===== src/rtl/alu_arbiter.sv =====
// alu_arbiter
//   Shares one combinational ALU between two requesters. The arbiter grants a
//   requester in IDLE (round-robin on contention), latches its opcode and
//   operands, drives the ALU for one EXEC cycle, and then holds a registered
//   response in RESP until the consumer accepts it.
//
// Ports
//   clk, rst_n                          clock (rising edge), synchronous active-low reset
//   req0_* / req1_*                     valid/ready handshake plus opcode and operands per requester
//   alu_opcode, alu_exec, alu_a, alu_b  drive the shared ALU (zero outside EXEC)
//   alu_result                          combinational ALU result
//   rsp_valid, rsp_ready                response handshake
//   rsp_id, rsp_data, rsp_err           issuing requester, result, illegal-opcode flag
//   busy                                high while in EXEC or RESP
//   ops_done                            number of accepted responses (wraps)
module alu_arbiter #(
   parameter int WIDTH = 32,
   parameter int CNT_W = 16
) (
   input  logic             clk,
   input  logic             rst_n,
   input  logic             req0_valid,
   output logic             req0_ready,
   input  logic [3:0]       req0_opcode,
   input  logic [WIDTH-1:0] req0_a,
   input  logic [WIDTH-1:0] req0_b,
   input  logic             req1_valid,
   output logic             req1_ready,
   input  logic [3:0]       req1_opcode,
   input  logic [WIDTH-1:0] req1_a,
   input  logic [WIDTH-1:0] req1_b,
   output logic [3:0]       alu_opcode,
   output logic             alu_exec,
   output logic [WIDTH-1:0] alu_a,
   output logic [WIDTH-1:0] alu_b,
   input  logic [WIDTH-1:0] alu_result,
   output logic             rsp_valid,
   input  logic             rsp_ready,
   output logic             rsp_id,
   output logic [WIDTH-1:0] rsp_data,
   output logic             rsp_err,
   output logic             busy,
   output logic [CNT_W-1:0] ops_done
);

   typedef enum logic [1:0] {
      ST_IDLE = 2'd0,
      ST_EXEC = 2'd1,
      ST_RESP = 2'd2
   } state_t;

   localparam logic [CNT_W-1:0] CNT_ONE  = {{(CNT_W-1){1'b0}}, 1'b1};
   localparam logic [CNT_W-1:0] CNT_ZERO = {CNT_W{1'b0}};
   localparam logic [WIDTH-1:0] DATA_ZERO = {WIDTH{1'b0}};

   state_t           state_r, state_s;
   logic             rr_r;          // requester preferred on contention
   logic             id_r;
   logic [3:0]       op_r;
   logic [WIDTH-1:0] a_r, b_r;
   logic             illegal_r;
   logic             rsp_valid_r, rsp_id_r, rsp_err_r;
   logic [WIDTH-1:0] rsp_data_r;
   logic [CNT_W-1:0] ops_r;
   logic             grant_s, grant_id_s;

   // Opcodes above XOR (4) have no ALU meaning.
   function automatic logic is_illegal(input logic [3:0] op);
      return (op > 4'd4);
   endfunction

   // Arbitration: only in IDLE and never while reset is asserted.
   always_comb begin
      grant_s    = 1'b0;
      grant_id_s = 1'b0;
      if ((state_r == ST_IDLE) && rst_n) begin
         if (req0_valid && req1_valid) begin
            grant_s    = 1'b1;
            grant_id_s = rr_r;
         end else if (req0_valid) begin
            grant_s    = 1'b1;
            grant_id_s = 1'b0;
         end else if (req1_valid) begin
            grant_s    = 1'b1;
            grant_id_s = 1'b1;
         end else begin
            grant_s    = 1'b0;
            grant_id_s = 1'b0;
         end
      end else begin
         grant_s    = 1'b0;
         grant_id_s = 1'b0;
      end
   end

   // Next-state logic for the IDLE -> EXEC -> RESP sequence.
   always_comb begin
      state_s = state_r;
      case (state_r)
         ST_IDLE: begin
            if (grant_s) state_s = ST_EXEC;
            else         state_s = ST_IDLE;
         end
         ST_EXEC: state_s = ST_RESP;
         ST_RESP: begin
            if (rsp_ready) state_s = ST_IDLE;
            else           state_s = ST_RESP;
         end
         default: state_s = ST_IDLE;
      endcase
   end

   // ALU drive: latched operation is presented only during EXEC.
   always_comb begin
      alu_opcode = 4'd0;
      alu_exec   = 1'b0;
      alu_a      = DATA_ZERO;
      alu_b      = DATA_ZERO;
      if (state_r == ST_EXEC) begin
         alu_opcode = op_r;
         alu_exec   = ~illegal_r;
         alu_a      = a_r;
         alu_b      = b_r;
      end else begin
         alu_opcode = 4'd0;
         alu_exec   = 1'b0;
         alu_a      = DATA_ZERO;
         alu_b      = DATA_ZERO;
      end
   end

   // State, operation latch, response register and completion counter.
   always_ff @(posedge clk) begin
      if (!rst_n) begin
         state_r     <= ST_IDLE;
         rr_r        <= 1'b0;
         id_r        <= 1'b0;
         op_r        <= 4'd0;
         a_r         <= DATA_ZERO;
         b_r         <= DATA_ZERO;
         illegal_r   <= 1'b0;
         rsp_valid_r <= 1'b0;
         rsp_id_r    <= 1'b0;
         rsp_data_r  <= DATA_ZERO;
         rsp_err_r   <= 1'b0;
         ops_r       <= CNT_ZERO;
      end else begin
         state_r     <= state_s;
         rsp_valid_r <= (state_s == ST_RESP);
         if (grant_s) begin
            id_r      <= grant_id_s;
            op_r      <= grant_id_s ? req1_opcode : req0_opcode;
            a_r       <= grant_id_s ? req1_a : req0_a;
            b_r       <= grant_id_s ? req1_b : req0_b;
            illegal_r <= is_illegal(grant_id_s ? req1_opcode : req0_opcode);
            rr_r      <= ~grant_id_s;
         end
         // An illegal op never fires the ALU, so its result is forced to zero.
         if (state_r == ST_EXEC) begin
            rsp_data_r <= illegal_r ? DATA_ZERO : alu_result;
            rsp_err_r  <= illegal_r;
            rsp_id_r   <= id_r;
         end
         if ((state_r == ST_RESP) && rsp_ready) begin
            ops_r <= ops_r + CNT_ONE;
         end
      end
   end

   assign req0_ready = grant_s & ~grant_id_s;
   assign req1_ready = grant_s &  grant_id_s;
   assign rsp_valid  = rsp_valid_r;
   assign rsp_id     = rsp_id_r;
   assign rsp_data   = rsp_data_r;
   assign rsp_err    = rsp_err_r;
   assign busy       = (state_r != ST_IDLE);
   assign ops_done   = ops_r;

endmodule

===== config.mk =====
export PLATFORM = sky130hd
export DESIGN_NAME = alu_arbiter
export DESIGN_NICKNAME = d
export VERILOG_FILES = /design/src/rtl/alu_arbiter.sv
export SDC_FILE = /design/constraint.sdc
export NUM_CORES = 1
export LEC_CHECK = 0
export ABC_CLOCK_PERIOD_IN_PS = 2700
export CAP_MARGIN = 20
export CORE_MARGIN = 5
export CORE_UTILIZATION = 39
export DETAILED_ROUTE_END_ITERATION = 6
export GPL_ROUTABILITY_DRIVEN = 1
export MAX_ROUTING_LAYER = met4
export PLACE_DENSITY = 0.92
export SLEW_MARGIN = 5
export SYNTH_ARGS = -nofsm -noshare
export SYNTH_HDL_FRONTEND = slang
export SYNTH_SLANG_ARGS = --single-unit

===== constraint.sdc =====
create_clock -name clk -period 2.7 [get_ports clk]
set_clock_uncertainty 0.2 [all_clocks]
set_input_delay 0.54 -clock clk [delete_from_list [all_inputs] [get_ports clk]]
set_output_delay 0.54 -clock clk [all_outputs]
set_load 0.05 [all_outputs]

# Yosys cells after proc, flatten, opt, wreduce, memory -nomap -nowiden
# Index checks and enable logic that the tools add are counted.
dict set report op_classes {
  add_sub_neg 1
  n_lt_le_gt_ge 1
  eq_ne 3
  n_mux 18
  bitwise_logic 4
  n_reduce_logical 5
}
# cell n
set op_table {}
lappend op_table {{32-bit two-way mux} 5}
lappend op_table {{16-bit by 1-bit adder with 16-bit output (second input constant)} 1}
lappend op_table {{1-bit two-way mux} 9}
lappend op_table {{4-bit two-way mux} 2}
lappend op_table {{2-bit one-hot mux with 3 select lines} 1}
lappend op_table {{2-bit == test (second input constant)} 2}
lappend op_table {{4-bit by 3-bit greater-than comparator with 1-bit output (second input constant)} 1}
lappend op_table {{1-bit logical AND} 3}
lappend op_table {{1-bit bitwise AND} 2}
lappend op_table {{2-bit by 1-bit == test with 1-bit output (second input constant)} 1}
lappend op_table {{2-bit logical NOT} 1}
lappend op_table {{2-bit two-way mux} 1}
lappend op_table {{1-bit inverter} 2}
lappend op_table {{2-bit nonzero test} 1}
dict set report totals {
  ff_bits 124
  inputBits 173
  out_inout_bits 123
  wordCells 44
}

# Longest topological paths before layout
dict set report depth {
  word_depth 7
  mapped_depth 6
  depth_no_buf 5
}

# Worst setup path before layout
# Ideal clock, no wire load.
dict set report synth_path {
  kind {input port to output port}
  from {in req0_valid}
  to {out req0_ready}
  arrival_time_ns 1.686
  required_time_ns 1.960
  path_slack_ns 0.274
  path_stages 4
  path_buffers 1
  cell_sequence {inv_1 > o21ai_1 > clkbuf_1 > and2_1}
}
dict set report synth_between {
  elab_chain_cells 5
  word_cells_on_any_way 9
  cone_classes {mux: 6; bitwise: 2; reduce/logical: 1}
}
# item line_no
set synth_lines {}
lappend synth_lines {{start: declaration} 22} ;# input logic req0_valid,
lappend synth_lines {{1-bit two-way mux / 1-bit logical AND (equally long branches)} {80, 77}}
lappend synth_lines {{1-bit two-way mux} 77} ;# if (req0_valid && req1_valid) begin
lappend synth_lines {{1-bit two-way mux} 76} ;# if ((state_r == ST_IDLE) && rst_n) begin
lappend synth_lines {{1-bit inverter} 170} ;# assign req0_ready = grant_s & ~grant_id_s;
lappend synth_lines {{1-bit bitwise AND (*)} 170}
lappend synth_lines {{end: declaration} 23} ;# output logic req0_ready,
# Every way passes the cells marked *; elsewhere a longest branch is shown, timed or not.

# Worst setup path in the final report
dict set report layout_path {
  from {reg state_r[0]}
  to {out alu_a[12]}
}
dict set report layout_between {
  elab_chain_cells 2
}
# item line_no
set layout_lines {}
lappend layout_lines {{start: declaration} 56} ;# state_t state_r, state_s;
lappend layout_lines {{start signal: assignment} 148} ;# state_r <= state_s;
lappend layout_lines {{2-bit by 1-bit == test with 1-bit output} 119} ;# if (state_r == ST_EXEC) begin
lappend layout_lines {{32-bit two-way mux} 119}
lappend layout_lines {{end: declaration} 34} ;# output logic [WIDTH-1:0] alu_a,
# Every way passes these cells.

==> run_results.csv <==
group,metric,value,unit
outcome,status,"finished clean",
power_and_ir_drop,sequentialPowerShare,35.8,%
detailed_routing,wl_per_cell,18.0,um
placed_design,dpl.hpwl,14300,um
timing,post-route-period-util,95.9,%
final_layout,final_cell_count_no_fill,1106,
timing,rsz0062_at_grt,"no",
power_and_ir_drop,p_clk_share,41.2,%
detailed_routing,avgViaCountPerCell,5.34,
synthesis,yosys.area_share.simple,27.0,%
setup_path,start_kind,"flop",
global_route,grt_start_max_net_pins,141,
synthesis,synth_top_family_by_area,"simple AND/OR/NAND/NOR gates",
synthesis,avgSynthCellArea,8.25,um2
final_layout,synthToLayoutAreaGrowth,82.7,%
global_route,overflow,0,
clock_network,clkTransAtPathRegs,60,ps
hold_path,hp-class,"reg -> reg",
setup_path,cp_max_fo,103,
timing,fmax,386,MHz
synthesis,ys_warn_count,0,
final_layout,final_util,73.2,%
synthesis,async_flop_share,0,%
final_layout,drive_above_1_share,13.9,%
detailed_routing,dr_total_vias,5906,
setup_path,r2r_slack,500,ps
setup_path,path_class,"reg -> out",
detailed_routing,ant_nets,0,
synthesis,synth_fa_ha_area_share,0.233,%
global_route,grt_pass1_vias,5866,
timing,relSlewSlack,46.9,%
floorplan,rows,42,
floorplan,core_area,13400,um2
synthesis,ys.flop_type,"dfxtp_1",
power_and_ir_drop,swShare,27.8,%
synthesis,synth_mux_area_share,1.51,%
clock_network,cts-htree-levels,4,
setup_path,worstPathArrival,1850,ps
global_route,track_usage,24.4,%
clock_network,cts_buffer_depth,2,
timing,setup_violations,0,
power_and_ir_drop,powerDensity,588,nW/um2
detailed_routing,drc,0,
floorplan,initial_core_util,40.1,%
synthesis,synth_area,5370,um2
floorplan,dieArea,16200,um2
synthesis,ys_seq_area_share,46.2,%
clock_network,clockRootBuffer,"clkbuf_16",
placed_design,dp.cells,1074,
synthesis,synth_seq_cells,124,
synthesis,synth_edf_count,0,
clock_network,cts_made_buffers,17,
clock_network,numClockSinks,124,
timing,whs,249,ps
final_layout,nets,1091,
detailed_routing,first_pass_iters,5,
timing,fin_tns_setup,0,ps
timing,min_period,2590,ps
floorplan,io_pins,296,
final_layout,mostFrequentLayoutCell,"clkdlybuf4s50_1",
clock_network,clock_latency,410,ps
setup_path,worstPathRequired,1960,ps
timing,worst_slew_pin_slew,796,ps
power_and_ir_drop,irDropWorstVdd,638,uV
floorplan,die_w,127,um
detailed_routing,totalWireLength,19900,um
clock_network,hold_buffers,0,
power_and_ir_drop,cellLeakagePower,3.59,nW
timing,finalHoldViolCount,0,
synthesis,synth_cells,651,
setup_path,crit_path_end_kind,"primary output",
final_layout,layout_common_cells,"clkdlybuf4s50_1, dfxtp_1, nand3_1, buf_12, o21ai_0",
synthesis,syn-num-nets,825,
global_route,grt_pass1_wl,30400,um
clock_network,tritoncts,"done",
synthesis,synth_xor_xnor_area_share,1.63,%
synthesis,synthDistinctLibCells,42,
detailed_routing,drt_iter0_drc,382,
final_layout,n_antenna_cell,0,
power_and_ir_drop,p_comb_share,23.0,%
timing,drv_slew,0,
floorplan,dieHeight,127,um
placed_design,gp_congestion,0.859,
job,drv_cap,0,
synthesis,synth_compound_area_share,18.7,%
power_and_ir_drop,internal_power,4.17,mW
power_and_ir_drop,p_sw,1.61,mW
placed_design,io_buffers,295,
global_route,antenna_found_initial,0,
==> layer usage <==
layer  share of wire [%]  vias up  GRT usage, %  wire length (um)
met5                   0        -             -                 0
met3                 9.7       43          8.85              1940
met2                  50      268          41.6             10000
met4                 2.8        0          10.1               563
li1                    -     2841             -                 -
met1                  37     2754          25.7              7400
==> logic make-up after synthesis <==
kind of cell	after synthesis
fa+ha+maj	1
buf+inv	68
mux	8
flops	124
simple gates	259
xor+xnor	10
compound gates	181
==> power by group through the flow <==
stage / clock [mW] / sequential [mW] / combinational, mW
after floorplan: 0 / 2.20 / 0.552
after global placement: 0 / 2.09 / 1.30
after detailed placement: 0 / 2.11 / 1.33
after CTS: 2.41 / 2.07 / 1.34
after global routing: 2.50 / 2.09 / 1.41
final: 2.38 / 2.07 / 1.33
==> path summary, 6_finish.rpt <==
check	from	to	cells past startpoint
setup / recovery	state_r[0]	alu_a[12]	4
hold / removal	rsp_data[4]	rsp_data[4]	2
setup reg to reg	ops_done[3]	ops_done[15]	4
hold reg to reg	rsp_data[4]	rsp_data[4]	2
==> cells in the mapped netlist, types with 2 or more instances <==
cell,n,area [um2]
o21ai_1,2,10.0
buf_2,2,10.0
nand3b_1,34,255
xor2_1,4,35.0
clkbuf_1,50,188
and2_1,70,438
xnor2_1,6,52.6
dfxtp_1,124,2480
nor3_1,4,20.0
nand3_1,74,370
o21ai_0,72,360
or2_2,2,12.5
inv_1,5,18.8
mux2i_1,7,70.1
nor4_1,2,12.5
nand4_1,2,12.5
buf_1,10,37.5
o22ai_1,62,388
nor2_1,15,56.3
nand2b_1,2,12.5
nand2_1,42,158
a21oi_1,39,195
o31ai_1,2,15.0
==> state kept, by name, indices dropped and copies added, names as in the netlist <==
register,count
id_r,1
rsp_data,32
rsp_id,1
rsp_valid,1
state_r,2
rr_r,1
illegal_r,1
b_r,32
op_r,4
a_r,32
ops_done,16
rsp_err,1
==> per-stage QoR <==
stage               instance area (um2)  setup WS (ps)  total power, mW
global route                       9810           47.7             6.00
CTS                                9810           53.3             5.81
global placement                   9190            287             3.40
floorplan                          5370            274             2.75
detailed placement                 9190            255             3.44
finish                             9810            112             5.77
==> critical path, stage by stage, from the launching register on <==
cell	delay, ps
dfxtp_1	390
nor2b_4	190
buf_12	290
and2_1	300
buf_12	160
==> repair_timing <==
action,CTS,global route
gates resized for setup,0,1
setup buffers,0,0
hold endpoints to repair,0,0
setup endpoints to repair,0,1
==> cell type report <==
cell class	instances	area, um2
timing repair buffer	309	3800
clock inverter	9	134
clock buffer	23	488
sequential	124	2480
multi-input combinational	459	2660
inverter	6	22.5
fill	909	3590
tap	176	220
(Power assumes the default switching activity.)
